`config.mk`:
```
export PLATFORM = sky130hd
export DESIGN_NAME = fp_compare_pipe
export DESIGN_NICKNAME = d
export VERILOG_FILES = /design/src/rtl/fp_compare_pipe_pkg.sv /design/src/rtl/fp_compare_pipe_decomp.sv /design/src/rtl/fp_compare_pipe.sv
export SDC_FILE = /design/constraint.sdc
export NUM_CORES = 1
export LEC_CHECK = 0
export CAP_MARGIN = 20
export CORE_ASPECT_RATIO = 0.7
export CORE_MARGIN = 2
export CORE_UTILIZATION = 40
export DETAILED_ROUTE_END_ITERATION = 8
export HOLD_SLACK_MARGIN = 0.12
export SYNTH_ARGS = -nofsm -noshare
export SYNTH_HDL_FRONTEND = slang
export SYNTH_HIERARCHICAL = 1
export SYNTH_SLANG_ARGS = --single-unit
```
`constraint.sdc`:
```
create_clock -name clk -period 3.7 [get_ports clk]
set_input_delay 0.74 -clock clk [delete_from_list [all_inputs] [get_ports clk]]
set_output_delay 0.74 -clock clk [all_outputs]
set_load 0.05 [all_outputs]
```
`src/rtl/fp_compare_pipe_pkg.sv`:
```
// Shared types for the FP compare/min/max pipe: opcode enum, result-vector bit positions
// and a canonical quiet-NaN builder usable for any operand/exponent width.
package fp_compare_pipe_pkg;

    typedef enum logic [1:0] {
        OP_CMP  = 2'd0,
        OP_MIN  = 2'd1,
        OP_MAX  = 2'd2,
        OP_RSVD = 2'd3
    } fp_op_e;

    localparam int O_EQ    = 0;
    localparam int O_LT    = 1;
    localparam int O_LE    = 2;
    localparam int O_MLT   = 3;
    localparam int O_UNORD = 4;
    localparam int O_NE    = 8;
    localparam int O_GE    = 9;
    localparam int O_GT    = 10;
    localparam int O_MGE   = 11;
    localparam int O_ORD   = 12;

    localparam int QNAN_MAXW = 128;

    // Sign 0, exponent all ones, fraction MSB set; caller keeps the low fpwid bits.
    function automatic logic [QNAN_MAXW-1:0] canon_qnan(input int fpwid, input int expw);
        logic [QNAN_MAXW-1:0] v;
        v = '0;
        for (int i = 0; i < QNAN_MAXW; i++) begin
            if (i >= fpwid - 2 - expw && i <= fpwid - 2)
                v[i] = 1'b1;
        end
        return v;
    endfunction

endpackage

```
`src/rtl/fp_compare_pipe_decomp.sv`:
```
// Combinational field split and class decode of one IEEE-754 operand; no latency,
// no handshake of its own.
module fp_decomp_gen #(
    parameter int FPWID = 48,
    parameter int EXPW  = 11
) (
    input  logic [FPWID-1:0]      x,
    output logic                  sgn,
    output logic [EXPW-1:0]       expo,
    output logic [FPWID-EXPW-2:0] frac,
    output logic                  zero,
    output logic                  inf,
    output logic                  nan,
    output logic                  snan
);
    localparam int FW = FPWID - 1 - EXPW;

    logic exp_ones;
    logic frac_nz;

    assign sgn      = x[FPWID-1];
    assign expo     = x[FPWID-2 -: EXPW];
    assign frac     = x[FW-1:0];
    assign exp_ones = &expo;
    assign frac_nz  = |frac;
    assign zero     = ~(|expo) & ~frac_nz;
    assign inf      = exp_ones & ~frac_nz;
    assign nan      = exp_ones & frac_nz;
    assign snan     = nan & ~frac[FW-1];

endmodule

```
`src/rtl/fp_compare_pipe.sv`:
```
// Pipelined FP compare/min/max with tag passthrough and sticky flags; LAT cycles input to result.
// Whole pipe advances together when the result slot is empty or being taken (in_ready = ce).
module fp_compare_pipe
    import fp_compare_pipe_pkg::*;
#(
    parameter int FPWID = 48,
    parameter int EXPW  = 11,
    parameter int LAT   = 2,
    parameter int TAGW  = 8
) (
    input  logic             clk,
    input  logic             rst,
    input  logic             in_valid,
    output logic             in_ready,
    input  logic [1:0]       op,
    input  logic [FPWID-1:0] a,
    input  logic [FPWID-1:0] b,
    input  logic [TAGW-1:0]  tag,
    output logic             out_valid,
    input  logic             out_ready,
    output logic [15:0]      o,
    output logic [FPWID-1:0] res,
    output logic [TAGW-1:0]  out_tag,
    output logic             nan,
    output logic             snan,
    output logic             inf,
    input  logic             flg_clr,
    output logic [2:0]       flg_sticky
);
    localparam int FW   = FPWID - 1 - EXPW;
    localparam int NOUT = (LAT > 1) ? LAT - 1 : 1;
    localparam logic [QNAN_MAXW-1:0] QNAN_W = canon_qnan(FPWID, EXPW);
    localparam logic [FPWID-1:0]     QNAN   = QNAN_W[FPWID-1:0];

    typedef struct packed {
        logic [TAGW-1:0]  tag;
        logic [1:0]       op;
        logic [FPWID-2:0] ma, mb;
        logic             sa, sb, za, zb, ia, ib, na, nb, sna, snb;
    } dec_t;

    typedef struct packed {
        logic [TAGW-1:0]  tag;
        logic [15:0]      o;
        logic [FPWID-1:0] res;
        logic             nan, snan, inf;
    } rslt_t;

    logic            ce;
    logic [EXPW-1:0] ea, eb;
    logic [FW-1:0]   fa, fb;
    dec_t            dec_in, cur;
    logic            cur_vld;
    rslt_t           rslt;
    rslt_t           pipe [NOUT];
    logic [NOUT-1:0] vld;
    logic [2:0]      flg_evt;

    assign ce       = ~out_valid | out_ready;
    assign in_ready = ce;

    fp_decomp_gen #(.FPWID(FPWID), .EXPW(EXPW)) u_dec_a (
        .x(a), .sgn(dec_in.sa), .expo(ea), .frac(fa),
        .zero(dec_in.za), .inf(dec_in.ia), .nan(dec_in.na), .snan(dec_in.sna)
    );
    fp_decomp_gen #(.FPWID(FPWID), .EXPW(EXPW)) u_dec_b (
        .x(b), .sgn(dec_in.sb), .expo(eb), .frac(fb),
        .zero(dec_in.zb), .inf(dec_in.ib), .nan(dec_in.nb), .snan(dec_in.snb)
    );

    assign dec_in.tag = tag;
    assign dec_in.op  = op;
    assign dec_in.ma  = {ea, fa};
    assign dec_in.mb  = {eb, fb};

    generate
        if (LAT == 1) begin : g_comb_in
            assign cur     = dec_in;
            assign cur_vld = in_valid;
        end else begin : g_stage1
            dec_t s1;
            logic s1_vld;
            always_ff @(posedge clk) begin
                if (rst) begin
                    s1     <= '0;
                    s1_vld <= 1'b0;
                end else if (ce) begin
                    s1     <= dec_in;
                    s1_vld <= in_valid;
                end
            end
            assign cur     = s1;
            assign cur_vld = s1_vld;
        end
    endgenerate

    always_comb begin
        logic both_zero, same, unord, eq, lt, mlt, mgt, a_below, b_below;
        logic [FPWID-1:0] av, bv;
        av        = {cur.sa, cur.ma};
        bv        = {cur.sb, cur.mb};
        both_zero = cur.za & cur.zb;
        same      = (av == bv);
        unord     = cur.na | cur.nb;
        eq        = ~unord & (both_zero | same);
        mlt       = (cur.ma < cur.mb) | (cur.ib & ~cur.ia);
        mgt       = (cur.ma > cur.mb) | (cur.ia & ~cur.ib);
        lt        = (cur.sa != cur.sb) ? (cur.sa & ~both_zero) : (cur.sa ? mgt : mlt);
        // Signed zeros compare equal but MIN/MAX still order -0 below +0.
        a_below   = lt | (both_zero & cur.sa & ~cur.sb);
        b_below   = (~lt & ~both_zero & ~same) | (both_zero & cur.sb & ~cur.sa);

        rslt            = '0;
        rslt.tag        = cur.tag;
        rslt.o[O_EQ]    = eq;
        rslt.o[O_LT]    = lt & ~unord;
        rslt.o[O_LE]    = (lt | eq) & ~unord;
        rslt.o[O_MLT]   = mlt;
        rslt.o[O_UNORD] = unord;
        rslt.o[O_NE]    = ~(both_zero | same);
        rslt.o[O_GE]    = ~lt & ~unord;
        rslt.o[O_GT]    = ~(lt | eq) & ~unord;
        rslt.o[O_MGE]   = ~mlt;
        rslt.o[O_ORD]   = ~unord;
        rslt.nan        = unord | (cur.ia & cur.ib);
        rslt.snan       = cur.sna | cur.snb;
        rslt.inf        = cur.ia & cur.ib;

        case (fp_op_e'(cur.op))
            OP_MIN, OP_MAX: begin
                if (cur.na & cur.nb)
                    rslt.res = QNAN;
                else if (cur.na)
                    rslt.res = bv;
                else if (cur.nb)
                    rslt.res = av;
                else if (fp_op_e'(cur.op) == OP_MIN)
                    rslt.res = b_below ? bv : av;
                else
                    rslt.res = a_below ? bv : av;
            end
            default: rslt.res = '0;
        endcase
    end

    always_ff @(posedge clk) begin
        if (rst) begin
            vld <= '0;
            for (int k = 0; k < NOUT; k++)
                pipe[k] <= '0;
        end else if (ce) begin
            vld[0]  <= cur_vld;
            pipe[0] <= rslt;
            for (int k = 1; k < NOUT; k++) begin
                vld[k]  <= vld[k-1];
                pipe[k] <= pipe[k-1];
            end
        end
    end

    assign out_valid = vld[NOUT-1];
    assign o         = pipe[NOUT-1].o;
    assign res       = pipe[NOUT-1].res;
    assign out_tag   = pipe[NOUT-1].tag;
    assign nan       = pipe[NOUT-1].nan;
    assign snan      = pipe[NOUT-1].snan;
    assign inf       = pipe[NOUT-1].inf;

    // A clear in the same cycle as a delivered event keeps the new event.
    assign flg_evt = (out_valid & out_ready) ? {nan, snan, inf} : 3'b000;

    always_ff @(posedge clk) begin
        if (rst)
            flg_sticky <= 3'b000;
        else
            flg_sticky <= (flg_clr ? 3'b000 : flg_sticky) | flg_evt;
    end

endmodule
```
* After elaboration in Yosys (flattened, before gate mapping)
Memory sizes are Yosys's and may differ from the RTL's.
Index checks and enable logic that the tools add are counted.
** Operators by class
- $lt $le $gt $ge :: 2
- Equal/unequal tests :: 4
- Mux-type cells :: 18
- Bitwise gates (word level) :: 55
- Reduce and logical (&&, ||, !) cells :: 8
** Operators by type and width (number)
- $mux 48 :: 7
- $reduce_or 36->1 :: 2
- $mux 69 :: 1
- $reduce_or 69->1 :: 1
- $eq 48x48->1 :: 1
- $gt 47x47->1 :: 1
- $lt 47x47->1 :: 1
- $and 1x1->1 :: 26
- $reduce_and 11->1 :: 2
- $reduce_or 11->1 :: 2
- $not 1->1 :: 18
- $or 1x1->1 :: 10
- $mux 1 :: 8
- $mux 3 :: 2
- $or 3x3->3 :: 1
- $eq 2x1->1 const B :: 1
- $eq 2x2->1 const B :: 1
- $reduce_or 2->1 :: 1
- $ne 1x1->1 :: 1
** Word-level totals
- Register bits :: 119
- Bits in writable memories :: 69
- Bits of input ports :: 111
- Output and inout port bits :: 80
- Memories :: 1
** Memory list
- pipe :: depth 1, bits a word 69, rd ports 1, clocked after Yosys merged registers in 0, write ports 1, RTL line fp_compare_pipe.sv:55 : rslt_t pipe [NOUT];

* Depth between registers and ports, before layout
Gate-level depths: netlist of the first run.
- Depth after elaboration :: 16
- Mapped depth :: 12
- Gate-level depth less buffers :: 10

* Cells and area by module
Netlist of the first run, hierarchy kept.
** By module, submodules not included
- fp_compare_pipe :: times used 1, cells an instance 923, area each 8640.8 um2, seq. area each 4454.3 um2
- fp_decomp_gen :: times used 2, cells an instance 75, area each 550.5 um2, seq. area each 0.0 um2

* Worst setup path before layout of the first run
OpenSTA, ideal clock, no wires.
- Kind :: register -> register
- Start point :: register vld (netlist: out_valid)
- End point :: memory pipe[0][0] in the netlist's numbering, enable pin
- Arrival :: 2697 ps
- Data required time :: 2972 ps
- Setup slack :: 275 ps
- Stages on the path, launching flop included :: 5
- Cells stage by stage :: dfxtp_1 > nor2b_1 > clkbuf_1 > clkbuf_1 > nand2b_1
** Between the ends
- Word-level cells in the longest chain between the ends :: 7
** Ends and longest elaborated chain
- start: declaration :: RTL line fp_compare_pipe.sv:56 : logic [NOUT-1:0] vld;
- start signal: indexed assignment :: RTL line fp_compare_pipe.sv:155 : vld[k] <= vld[k-1];
- $not 1->1 (*) :: RTL line fp_compare_pipe.sv:59 : assign ce = ~out_valid | out_ready;
- $or 1x1->1 (*) :: RTL line fp_compare_pipe.sv:59
- $mux 1 (*) :: RTL line fp_compare_pipe.sv:151 : end else if (ce) begin
- $mux 1 (*) :: RTL line fp_compare_pipe.sv:147 : if (rst) begin
- $mux 1 (implied by the code) (*) :: RTL line fp_compare_pipe.sv:153 : pipe[0] <= rslt;
- $reduce_or 69->1 (no source line)
- $mux 1 (no source line) (*)
- end: declaration :: RTL line fp_compare_pipe.sv:55
Mark *: on every way between the ends. The rest lies on a longest branch, timed or not.

* Worst setup path in the final report of the first run
- Start point :: register g_stage1.s1, in the netlist cur[56]
- End point :: memory pipe[0][4] in the netlist's numbering (data pin)
** Between the ends
- Word-level cells in the longest chain between the ends :: 15
- Elaborated cells on any way between the ends :: 21
- Classes of those cells :: order compare: 2; eq/ne: 1; mux: 10; bitwise: 8
** Ends and longest elaborated chain
- start: declaration :: RTL line fp_compare_pipe.sv:81 : dec_t s1;
- start signal: assignment :: RTL line fp_compare_pipe.sv:88 : s1 <= dec_in;
- $lt 47x47->1 / $gt 47x47->1 (equally long branches) :: RTL line fp_compare_pipe.sv:106, fp_compare_pipe.sv:107
- $or 1x1->1, on equally long branches :: RTL line fp_compare_pipe.sv:106, fp_compare_pipe.sv:107
- $mux 1 (2 in series) :: RTL line fp_compare_pipe.sv:108 : lt = (cur.sa != cur.sb) ? (cur.sa & ~both_zero) : (cur.sa ? mgt : mlt);
- $not 1->1 :: RTL line fp_compare_pipe.sv:111 : b_below = (~lt & ~both_zero & ~same) | (both_zero & cur.sb & ~cur.sa);
- $and 1x1->1 (2 in series) :: RTL line fp_compare_pipe.sv:111
- $or 1x1->1 :: RTL line fp_compare_pipe.sv:111
- $mux 48 :: RTL line fp_compare_pipe.sv:138 : rslt.res = b_below ? bv : av;
- $mux 48 (*) :: RTL line fp_compare_pipe.sv:137 : else if (fp_op_e'(cur.op) == OP_MIN)
- $mux 48 (*) :: RTL line fp_compare_pipe.sv:135 : else if (cur.nb)
- $mux 48 (*) :: RTL line fp_compare_pipe.sv:133 : else if (cur.na)
- $mux 48 (*) :: RTL line fp_compare_pipe.sv:131 : if (cur.na & cur.nb)
- $mux 48 (*) :: RTL line fp_compare_pipe.sv:129 : case (fp_op_e'(cur.op))
- $mux 69 (no source line) (*)
Marked as above.

==> results of run 1 <==
## cells in the mapped netlist (2+ instances only)
master | instances | area, sq um
and2_1 | 14 | 87.58
o211ai_2 | 2 | 25.02
nand2b_1 | 4 | 25.02
clkbuf_1 | 45 | 168.9
a21oi_1 | 135 | 675.7
and4_1 | 2 | 17.52
a31oi_1 | 4 | 25.02
and3_1 | 3 | 18.77
or3_4 | 2 | 22.52
nand3_1 | 11 | 55.05
nor2b_1 | 3 | 18.77
o41a_1 | 2 | 22.52
a221oi_2 | 2 | 30.03
inv_1 | 56 | 210.2
o22ai_2 | 30 | 375.4
nor4_1 | 22 | 137.6
o22ai_1 | 4 | 25.02
nor2_1 | 22 | 82.58
nand4_1 | 15 | 93.84
a21oi_4 | 2 | 32.53
nor4_2 | 7 | 87.58
o221a_1 | 12 | 135.1
buf_4 | 106 | 795.8
nand2_1 | 279 | 1047
edfxtp_1 | 69 | 2072
buf_8 | 3 | 45.04
a311oi_1 | 2 | 17.52
a21o_1 | 4 | 30.03
o21ai_0 | 7 | 35.03
ha_1 | 49 | 613.1
a32oi_1 | 3 | 26.28
nor3_1 | 5 | 25.02
dfxtp_1 | 119 | 2382
## layer usage
| metal | wire (um) | GRT usage | part of all wire | up-vias |
|---|---|---|---|---|
| li1 | - | - | - | 3738 |
| met1 | 13270 | 0.3100 | 0.49 | 3565 |
| met2 | 11200 | 0.3061 | 0.42 | 231 |
| met3 | 1949 | 0.05899 | 0.072 | 36 |
| met4 | 444 | 0.05943 | 0.017 | 4 |
| met5 | 27 | 0 | 0.0010 | - |
## through the flow
| stage | utilization | hold slack, ns | setup WS (ns) |
|---|---|---|---|
| 2_1_floorplan | - | 0.4273 | 0.2750 |
| 3_3_place_gp | 0.4684 | 0.4337 | 0.2550 |
| 3_5_place_dp | 0.4684 | 0.4405 | 0.2444 |
| 4_1_cts | 0.4936 | 0.4485 | 0.2288 |
| 5_1_grt | 0.4943 | 0.4747 | 0.03669 |
| 6_report | 0.4944 | 0.4451 | 0.2586 |
## logic make-up (layout without fill, tap and decap cells)
logic type | Yosys count | after routing | share of synthesized area
other | 1 | 7 | 0.0003849
buffers and inverters | 213 | 286 | 0.1273
and+or+nand+nor | 394 | 394 | 0.1820
adders and majority gates | 49 | 49 | 0.06293
AOI/OAI and AO/OA | 228 | 228 | 0.1702
DFF | 188 | 188 | 0.4572
## worst min-delay path, stage by stage (launching register included)
cell	delay, ns
dfxtp_1	0.31
nand2_1	0.05
a21oi_1	0.05
## power breakdown
group / total [W] / leakage [nW] / switching, W / internal, W
Combinational: 0.00103 / 2.46 / 0.000639 / 0.000389
Sequential: 0.00235 / 1.81 / 0.0000780 / 0.00227
Clock: 0.00190 / 0.289 / 0.000844 / 0.00106
Total: 0.00528 / 4.56 / 0.00156 / 0.00372
## state kept, by name (all words and copies together), names as in the netlist
register,cells
cur,114
flg_sticky,3
pipe,69
cur_vld,1
out_valid,1
## cell type report
type / count / area, sq um / area share
Timing Repair Buffer: 197 / 1972 / 0.1679
Clock buffer: 19 / 464.2 / 0.03952
Clock inverter: 13 / 135.1 / 0.01151
Multi-Input combinational cell: 677 / 4104 / 0.3494
Inverter: 57 / 215.2 / 0.01832
Antenna cell: 1 / 2.502 / 0.0002131
Sequential cell: 188 / 4454 / 0.3792
Tap cell: 318 / 397.9 / 0.03388
## path summary, 6_finish.rpt
| kind | endpoint | slack (ns) | startpoint | cells past startpoint |
|---|---|---|---|---|
| worst max-delay path | pipe[0][4] | 0.26 | cur[56] | 11 |
| worst min-delay path | cur[112] | 0.45 | cur[112] | 2 |
| worst max register to register | pipe[0][4] | 0.26 | cur[56] | 11 |
| worst min register to register | cur[112] | 0.45 | cur[112] | 2 |
==> results.json, run 1 <==
{
  "status": "complete, no violations",
  "antenna_found_initial": 4,
  "fillCellCount": 2228,
  "cts_max_path_buffers": 2,
  "grt_pass1_wl_um": 41720,
  "rows": 47,
  "finalMaxSlewViolations": 0,
  "grt_pass1_vias": 7302,
  "worstSetupEndpointType": "flop",
  "ys.flop_type": "dfxtp_1",
  "critical-path-top-delay-family": "compound AO/OA/AOI/OAI gates",
  "layout-drive-gt1-share": 0.09209,
  "cts_setup_buffers": 0,
  "yosysWarnings": 6,
  "die_area_sq_um": 25640,
  "portBuffers": 184,
  "drc": 0,
  "worstSetupStartpointType": "flop",
  "cts_resized": 0,
  "hold_class": "reg -> reg",
  "vias": 7574,
  "setup_viol": 0,
  "power_density_nw_per_um2": 449.5,
  "clk_latency_ns": 0.44,
  "place_congestion": 0.8515,
  "synth-edff-count": 69,
  "dpl.hpwl_um": 18980,
  "rsz0062_at_grt": "no",
  "nets": 1298,
  "grt_start_max_net_pins": 98,
  "fin_total_pwr_w": 0.005279,
  "ioPinCount": 191,
  "core_area_sq_um": 23760,
  "skew_ns": 0.01300,
  "final_area_sq_um": 11750,
  "postCtsHoldBufs": 0,
  "numCtsBuffers": 17,
  "post-route-period-util": 0.9301,
  "final_common_cell": "nand2_1",
  "synth_area_per_cell_sq_um": 9.079,
  "crit_chain": "inv_1 > ha_1 > nand4_1 > nor4_4 > nand3_1 > a21oi_4 > o41ai_1 > o21ai_2 > o211a_4 > buf_4 > o22ai_1",
  "area.growth.synth_to_final_pct": 20.56,
  "cts_tree": "done",
  "initial_core_util": 0.4100,
  "peakVddDrop_mv": 0.3482,
  "synthCells": 1073,
  "hold_violations": 0,
  "wirelength_um": 26890,
  "ys_ff_latch": 188,
  "synth-seq-area-share": 0.4572,
  "grtUsageTotal": 0.2124,
  "crit_arrival_ns": 3.61,
  "critical_path_buf_inv_count": 2,
  "die_h_um": 134.6,
  "critical_path_class": "reg -> reg",
  "dr.pass1.iters": 5,
  "tightest_slew_ns": 1.017,
  "ant_nets": 0,
  "maxCapViolCount": 0,
  "period_needed_ns": 3.441,
  "cts_root_buffer": "clkbuf_16",
  "cp_slowest_cell": "nor4_4",
  "slew_headroom": 0.3222,
  "placed_cells": 1437,
  "gr-total-overflow": 0,
  "cp_data_required_time_ns": 3.87,
  "cp_max_fo": 23,
  "dpl-instance-area_sq_um": 11130,
  "ys_async_sr_fraction": 0,
  "p_leak_nw": 4.564,
  "mappedNetlistArea_sq_um": 9742,
  "instances_no_fill": 1470,
  "avgViaCountPerCell": 5.152,
  "drt_iter0_drc": 522,
  "layout_common_cells": "nand2_1, clkdlybuf4s50_1, a21oi_1, dfxtp_1, edfxtp_1",
  "wl_per_cell_um": 18.29,
  "clkTransAtPathRegs_ns": 0.07,
  "ctsHtreeMaxLevel": 4,
  "cp_slowest_stage_delay_ns": 0.43,
  "cts_sinks": 188,
  "die_x_um": 190.5,
  "setup_tns_ns": 0,
  "max_freq_mhz": 290.6,
  "yosysUniqueCellTypes": 61
}
No activity file was read; power rests on OpenSTA's default activity.
==> run 2: changes to the inputs <==
ABC_AREA = 1   (was default)
==> run 2 against run 1 <==
Total power rose by 9.9%. Cell area rose by 14%. Utilization fell by 1.3 points. Via count rose by 30%. Hold slack improved by 0.030 ns. Worst setup slack improved by 0.17 ns. Critical path depth rose by 9. Die area rose by 16%. Count of clock-buffer cells in the layout did not move. Global-route usage rose by 0.68 points. Register-to-register slack improved by 0.17 ns. Flip-flop and latch count did not move.
==> results.json, run 2 <==
{
  "status": "complete, no violations",
  "worstSetupStartpointType": "flop",
  "synthCells": 1509,
  "numCtsBuffers": 17,
  "ys.flop_type": "dfxtp_1",
  "yosysWarnings": 6,
  "rsz0062_at_grt": "no",
  "synth-seq-area-share": 0.3926,
  "period_needed_ns": 3.268,
  "mappedNetlistArea_sq_um": 11340,
  "ys_async_sr_fraction": 0,
  "postCtsHoldBufs": 0,
  "synth_area_leader_cell": "dfxtp_1",
  "ctsHtreeMaxLevel": 4,
  "cp_slowest_stage_delay_ns": 0.31,
  "synth_area_per_cell_sq_um": 7.518,
  "antenna_cells": 0,
  "worstReg2RegStart": "cur[24]",
  "final_util": 0.4814,
  "rows": 51,
  "final_common_cell": "nand2_1",
  "clk_latency_ns": 0.45,
  "synth-edff-count": 69,
  "critical_path_class": "reg -> reg",
  "regToRegSetupSlack_ns": 0.43,
  "portBuffers": 184,
  "grt_pass1_vias": 9301,
  "clkTransAtPathRegs_ns": 0.07,
  "die_x_um": 205.3,
  "drt_iter0_drc": 660,
  "synth_common_cells": "nand2_1, inv_1, o21ai_0",
  "yosysUniqueCellTypes": 39,
  "p_leak_nw": 5.899,
  "worstSetupEndpointType": "flop",
  "skew_ns": 0.01251,
  "dpl-instance-area_sq_um": 12840,
  "cp_max_fo": 28,
  "ys_ff_latch": 188,
  "cp_data_required_time_ns": 3.91,
  "cts_resized": 0,
  "hold_class": "reg -> reg",
  "r2r_end": "pipe[0][25]",
  "crit_top_cell": "nand2_1",
  "layout-drive-gt1-share": 0.06765,
  "area.growth.synth_to_final_pct": 18.05,
  "ioPinCount": 191,
  "vias": 9862,
  "hold_violations": 0,
  "cp_slowest_cell": "dfxtp_1",
  "reg2reg_depth": 20,
  "min_from": "flg_sticky[1]",
  "crit_end": "pipe[0][25]",
  "layout_common_cells": "nand2_1, inv_1, clkdlybuf4s50_1, o21ai_0, dfxtp_1",
  "max_freq_mhz": 306.0,
  "worstSetupStartpoint": "cur[24]",
  "largest_register_ffs": 114,
  "grt_pass1_wl_um": 51370,
  "gr-total-overflow": 0,
  "setup_tns_ns": 0,
  "wl_per_cell_um": 16.65,
  "slew_headroom": 0.3234,
  "tightest_slew_ns": 1.014,
  "crit_arrival_ns": 3.47,
  "cts_setup_buffers": 0,
  "crit_chain": "inv_1 > ha_1 > nand2_1 > nor2_2 > nand2_1 > nor2_1 > nand2_1 > nand2_1 > nand2_1 > nand3_2 > nand3_2 > nand3_4 > nand3_4 > nand2_4 > buf_12 > a21oi_2 > o21ai_1 > nand3_1 > nand2_1 > inv_1",
  "avgViaCountPerCell": 5.089,
  "dr.pass1.iters": 5,
  "die_area_sq_um": 29750,
  "post-route-period-util": 0.8833,
  "finalMaxSlewViolations": 0,
  "synthTopCellsByArea": "dfxtp_1, edfxtp_1, nand2_1",
  "peakVddDrop_mv": 0.2996,
  "synth_most_common_cell": "nand2_1",
  "grtUsageTotal": 0.2193,
  "wirelength_um": 32270,
  "critical_path_buf_inv_count": 3,
  "final_area_sq_um": 13390,
  "critical-path-top-delay-family": "simple AND/OR/NAND/NOR gates",
  "grt_start_max_net_pins": 116,
  "cts_max_path_buffers": 2,
  "die_h_um": 144.9,
  "ant_nets": 0,
  "cts_tree": "done",
  "antenna_found_initial": 0,
  "core_area_sq_um": 27820,
  "initial_core_util": 0.4078,
  "setup_viol": 0,
  "dpl.hpwl_um": 22220,
  "maxCapViolCount": 0,
  "cts_sinks": 188,
  "place_congestion": 0.8382,
  "power_density_nw_per_um2": 433.0,
  "cp_num_cells": 20,
  "drc": 0,
  "nets": 1714,
  "synth_top_area_frac": 0.2100,
  "cts_root_buffer": "clkbuf_16"
}
==> run 2: cell types whose count changed after synthesis, moves of 14 or more <==
cell | before | now
o21ai_1 | 1 | 35
nor4_1 | 22 | 4
a221oi_1 | 0 | 35
a21oi_2 | 0 | 34
clkbuf_1 | 45 | 59
o21ai_0 | 7 | 127
and2_1 | 14 | 0
a21oi_1 | 135 | 52
inv_1 | 56 | 192
o211ai_1 | 1 | 36
nand3_1 | 11 | 91
o22ai_2 | 30 | 0
nor2_1 | 22 | 87
nand2_1 | 279 | 348
==> run 2: report_power, final <==
part	internal (W)	switching, W
Combinational	0.000595	0.00104
Clock	0.000934	0.000860
Sequential	0.00230	0.0000763
Total	0.00383	0.00197
==> run 2: area by class of cell <==
cell class              count  area [sq um]
repair buffers            202          2102
multi-input cells         950          5086
fillers                  2751         14430
well taps                 371         464.2
inverters                 195         733.2
clock inverters            13         118.9
flip-flops and latches    188          4456
clock buffers              19         432.9
==> run 2: layer usage <==
| layer | up-vias | GRT usage | part of all wire |
|---|---|---|---|
| li1 | 4985 | - | - |
| met1 | 4512 | 0.3339 | 0.51 |
| met2 | 332 | 0.3117 | 0.41 |
| met3 | 33 | 0.04403 | 0.069 |
| met4 | 0 | 0.05791 | 0.015 |
| met5 | - | 0 | 0 |
==> run 2: cells by family after synthesis <==
group	synth area share
adders and majority gates	0.05404
other	0.0003306
DFF	0.3926
buffers and inverters	0.1632
and+or+nand+nor	0.2137
AOI/OAI and AO/OA	0.1760
==> run 2: worst min-delay path by stage <==
stage / endpoint / slack, ns / cells after the start
after floorplan: out_valid / 0.44 / 2
after global placement: flg_sticky[2] / 0.46 / 2
after detailed placement: flg_sticky[1] / 0.47 / 2
after CTS: cur_vld / 0.48 / 2
after global routing: cur[107] / 0.50 / 2
final: flg_sticky[1] / 0.47 / 2
==> run 2: per-stage QoR <==
| stage | total power [W] | instances | setup WS, ns | hold WS, ns |
|---|---|---|---|---|
| after CTS | 0.005833 | 1938 | 0.3090 | 0.4759 |
| after floorplan | 0.003589 | 1514 | 1.045 | 0.4413 |
| after detailed placement | 0.004045 | 1906 | 0.3240 | 0.4660 |
| after global placement | 0.004025 | 1906 | 0.3338 | 0.4555 |
| after global routing | 0.006099 | 1938 | 0.06082 | 0.4987 |
| final | 0.005799 | 1938 | 0.4317 | 0.4747 |
==> run 2: tightest hold or removal path, cell delays in order (launching register included) <==
cell and delay [ns]:
dfxtp_1 0.31, nand2_1 0.06, a21oi_1 0.05
==> run 3: changes to the inputs <==
DONT_BUFFER_PORTS = 1   (was default)
==> run 3 against run 2 <==
Fmax rose by 0.23%. Largest cell class unchanged. Utilization fell by 6.3 points. Total power fell by 1.6%. Register-to-register slack barely moved. Cell count fell by 8.9%. Cell area fell by 13%. Largest power group unchanged. Critical endpoint is now pipe[0][12]. Sequential power rose by 11%. Non-clock buffer count fell by 172. First-iteration DRC count rose by 14%. Global-route usage barely moved.
==> results.json, run 3 (synthesis results as in run 2) <==
{
  "p_leak_nw": 5.276,
  "period_needed_ns": 3.261,
  "initial_core_util": 0.4078,
  "clkTransAtPathRegs_ns": 0.07,
  "drc": 0,
  "fin_total_pwr_w": 0.005704,
  "rows": 51,
  "min_from": "rst",
  "slew_headroom": 0.3735,
  "layout-drive-gt1-share": 0.08674,
  "clk_latency_ns": 0.45,
  "nets": 1542,
  "die_h_um": 144.9,
  "tightest_slew_ns": 0.9371,
  "postCtsHoldBufs": 0,
  "cts_max_path_buffers": 2,
  "worstSetupStartpointType": "flop",
  "cts_root_buffer": "clkbuf_16",
  "worstSetupStartpoint": "cur[24]",
  "cp_max_fo": 17,
  "maxCapViolCount": 0,
  "largest_register_ffs": 114,
  "die_x_um": 205.3,
  "dr.pass1.iters": 5,
  "grt_pass1_wl_um": 50660,
  "setup_tns_ns": 0,
  "wl_per_cell_um": 18.22,
  "multiInputGateArea_sq_um": 5086,
  "antenna_cells": 0,
  "rsz0062_at_grt": "no",
  "avgViaCountPerCell": 5.257,
  "final_util": 0.4186,
  "fillCellCount": 2836,
  "worstReg2RegStart": "cur[24]",
  "area.growth.synth_to_final_pct": 2.669,
  "portBuffers": 0,
  "finalMaxSlewViolations": 0,
  "gr-total-overflow": 0,
  "dpl.hpwl_um": 22420,
  "hold_class": "in -> reg",
  "vias": 9284,
  "grt_pass1_vias": 8656,
  "skew_ns": 0.02099,
  "grtUsageTotal": 0.2196,
  "critical_path_class": "reg -> reg",
  "crit_arrival_ns": 3.46,
  "final_common_cell": "nand2_1",
  "seq_area_sq_um": 4456,
  "antenna_found_initial": 0,
  "ctsHtreeMaxLevel": 4,
  "max_freq_mhz": 306.7,
  "core_area_sq_um": 27820,
  "layout_common_cells": "nand2_1, inv_1, o21ai_0, dfxtp_1, nand3_1",
  "wirelength_um": 32180,
  "cts_sinks": 188,
  "numCtsBuffers": 17,
  "drt_iter0_drc": 750,
  "cts_tree": "done",
  "die_area_sq_um": 29750,
  "post-route-period-util": 0.8813,
  "status": "complete, no violations",
  "power_density_nw_per_um2": 489.7,
  "peakVddDrop_mv": 0.2726,
  "cp_data_required_time_ns": 3.89,
  "ioPinCount": 191,
  "grt_start_max_net_pins": 86,
  "ant_nets": 0,
  "worstSetupEndpointType": "flop",
  "hold_violations": 0,
  "place_congestion": 0.8694,
  "setup_viol": 0
}
-- run 3: cell count changes in the layout (fill, tap and decap cells not counted), moves of 2 or more --
| cell | previous run | this run |
|---|---|---|
| clkbuf_1 | 2 | 0 |
| inv_8 | 0 | 2 |
| buf_12 | 10 | 6 |
| buf_4 | 8 | 24 |
| clkdlybuf4s50_1 | 184 | 0 |
| clkinv_2 | 3 | 1 |
-- run 3: metrics by stage --
step | worst slack, ns | hold slack (ns) | cell area [sq um] | cells
6_report | 0.4392 | 0.3585 | 11650 | 1766
5_1_grt | 0.09077 | 0.3422 | 11650 | 1766
4_1_cts | 0.2514 | 0.3347 | 11590 | 1759
3_5_place_dp | 0.2706 | 0.4622 | 10980 | 1727
3_3_place_gp | 0.3329 | 0.4612 | 10980 | 1727
2_1_floorplan | 1.045 | 0.4413 | 11360 | 1514
-- run 3: area by class of cell --
class / instances / share of cell area
Clock inverter: 15 / 0.01568
Clock buffer: 17 / 0.03652
Inverter: 195 / 0.06295
Sequential cell: 188 / 0.3825
Tap cell: 371 / 0.03985
Multi-Input combinational cell: 950 / 0.4367
Timing Repair Buffer: 30 / 0.02578
-- run 3: critical path, cell delays in order, from the launching register on --
cell and delay, ns:
dfxtp_1 0.32, inv_1 0.10, ha_1 0.32, nand2_1 0.08, nor2_2 0.27, nand2_1 0.08, nor2_1 0.09, nand2_1 0.06
nand2_1 0.11, nand2_1 0.08, nand3_2 0.12, nand3_2 0.11, nand3_4 0.26, nand3_4 0.19, buf_4 0.23, buf_4 0.18
o211ai_1 0.17, nand3_1 0.09, nand2_1 0.09, inv_1 0.05
-- run 3: layer usage --
metal | vias to the layer above | global-route usage | wire length, um
met1 | 4292 | 0.3276 | 15670
met3 | 18 | 0.07345 | 3158
li1 | 4634 | - | -
met4 | 0 | 0.05072 | 333
met5 | - | 0 | 0
met2 | 340 | 0.3012 | 13020
-- run 3: path summary, 6_finish.rpt --
path	cells past startpoint	slack (ns)	to
setup / recovery	19	0.44	pipe[0][12]
hold / removal	1	0.36	flg_sticky[1]
setup reg to reg	19	0.44	pipe[0][12]
hold reg to reg	2	0.47	cur[6]
-- run 3: repair_timing --
| action | 4_1_cts | 5_1_grt |
|---|---|---|
| endpoints found under the setup margin | 0 | 15 |
| setup buffers | 0 | 7 |
| resized for setup | 0 | 1 |
-- run 3: power breakdown --
group / total (W) / internal, W / switching, W
sequential: 0.00264 / 0.00230 / 0.000333
clock: 0.00194 / 0.00102 / 0.000913
combinational: 0.00113 / 0.000403 / 0.000728
total: 0.00570 / 0.00373 / 0.00197
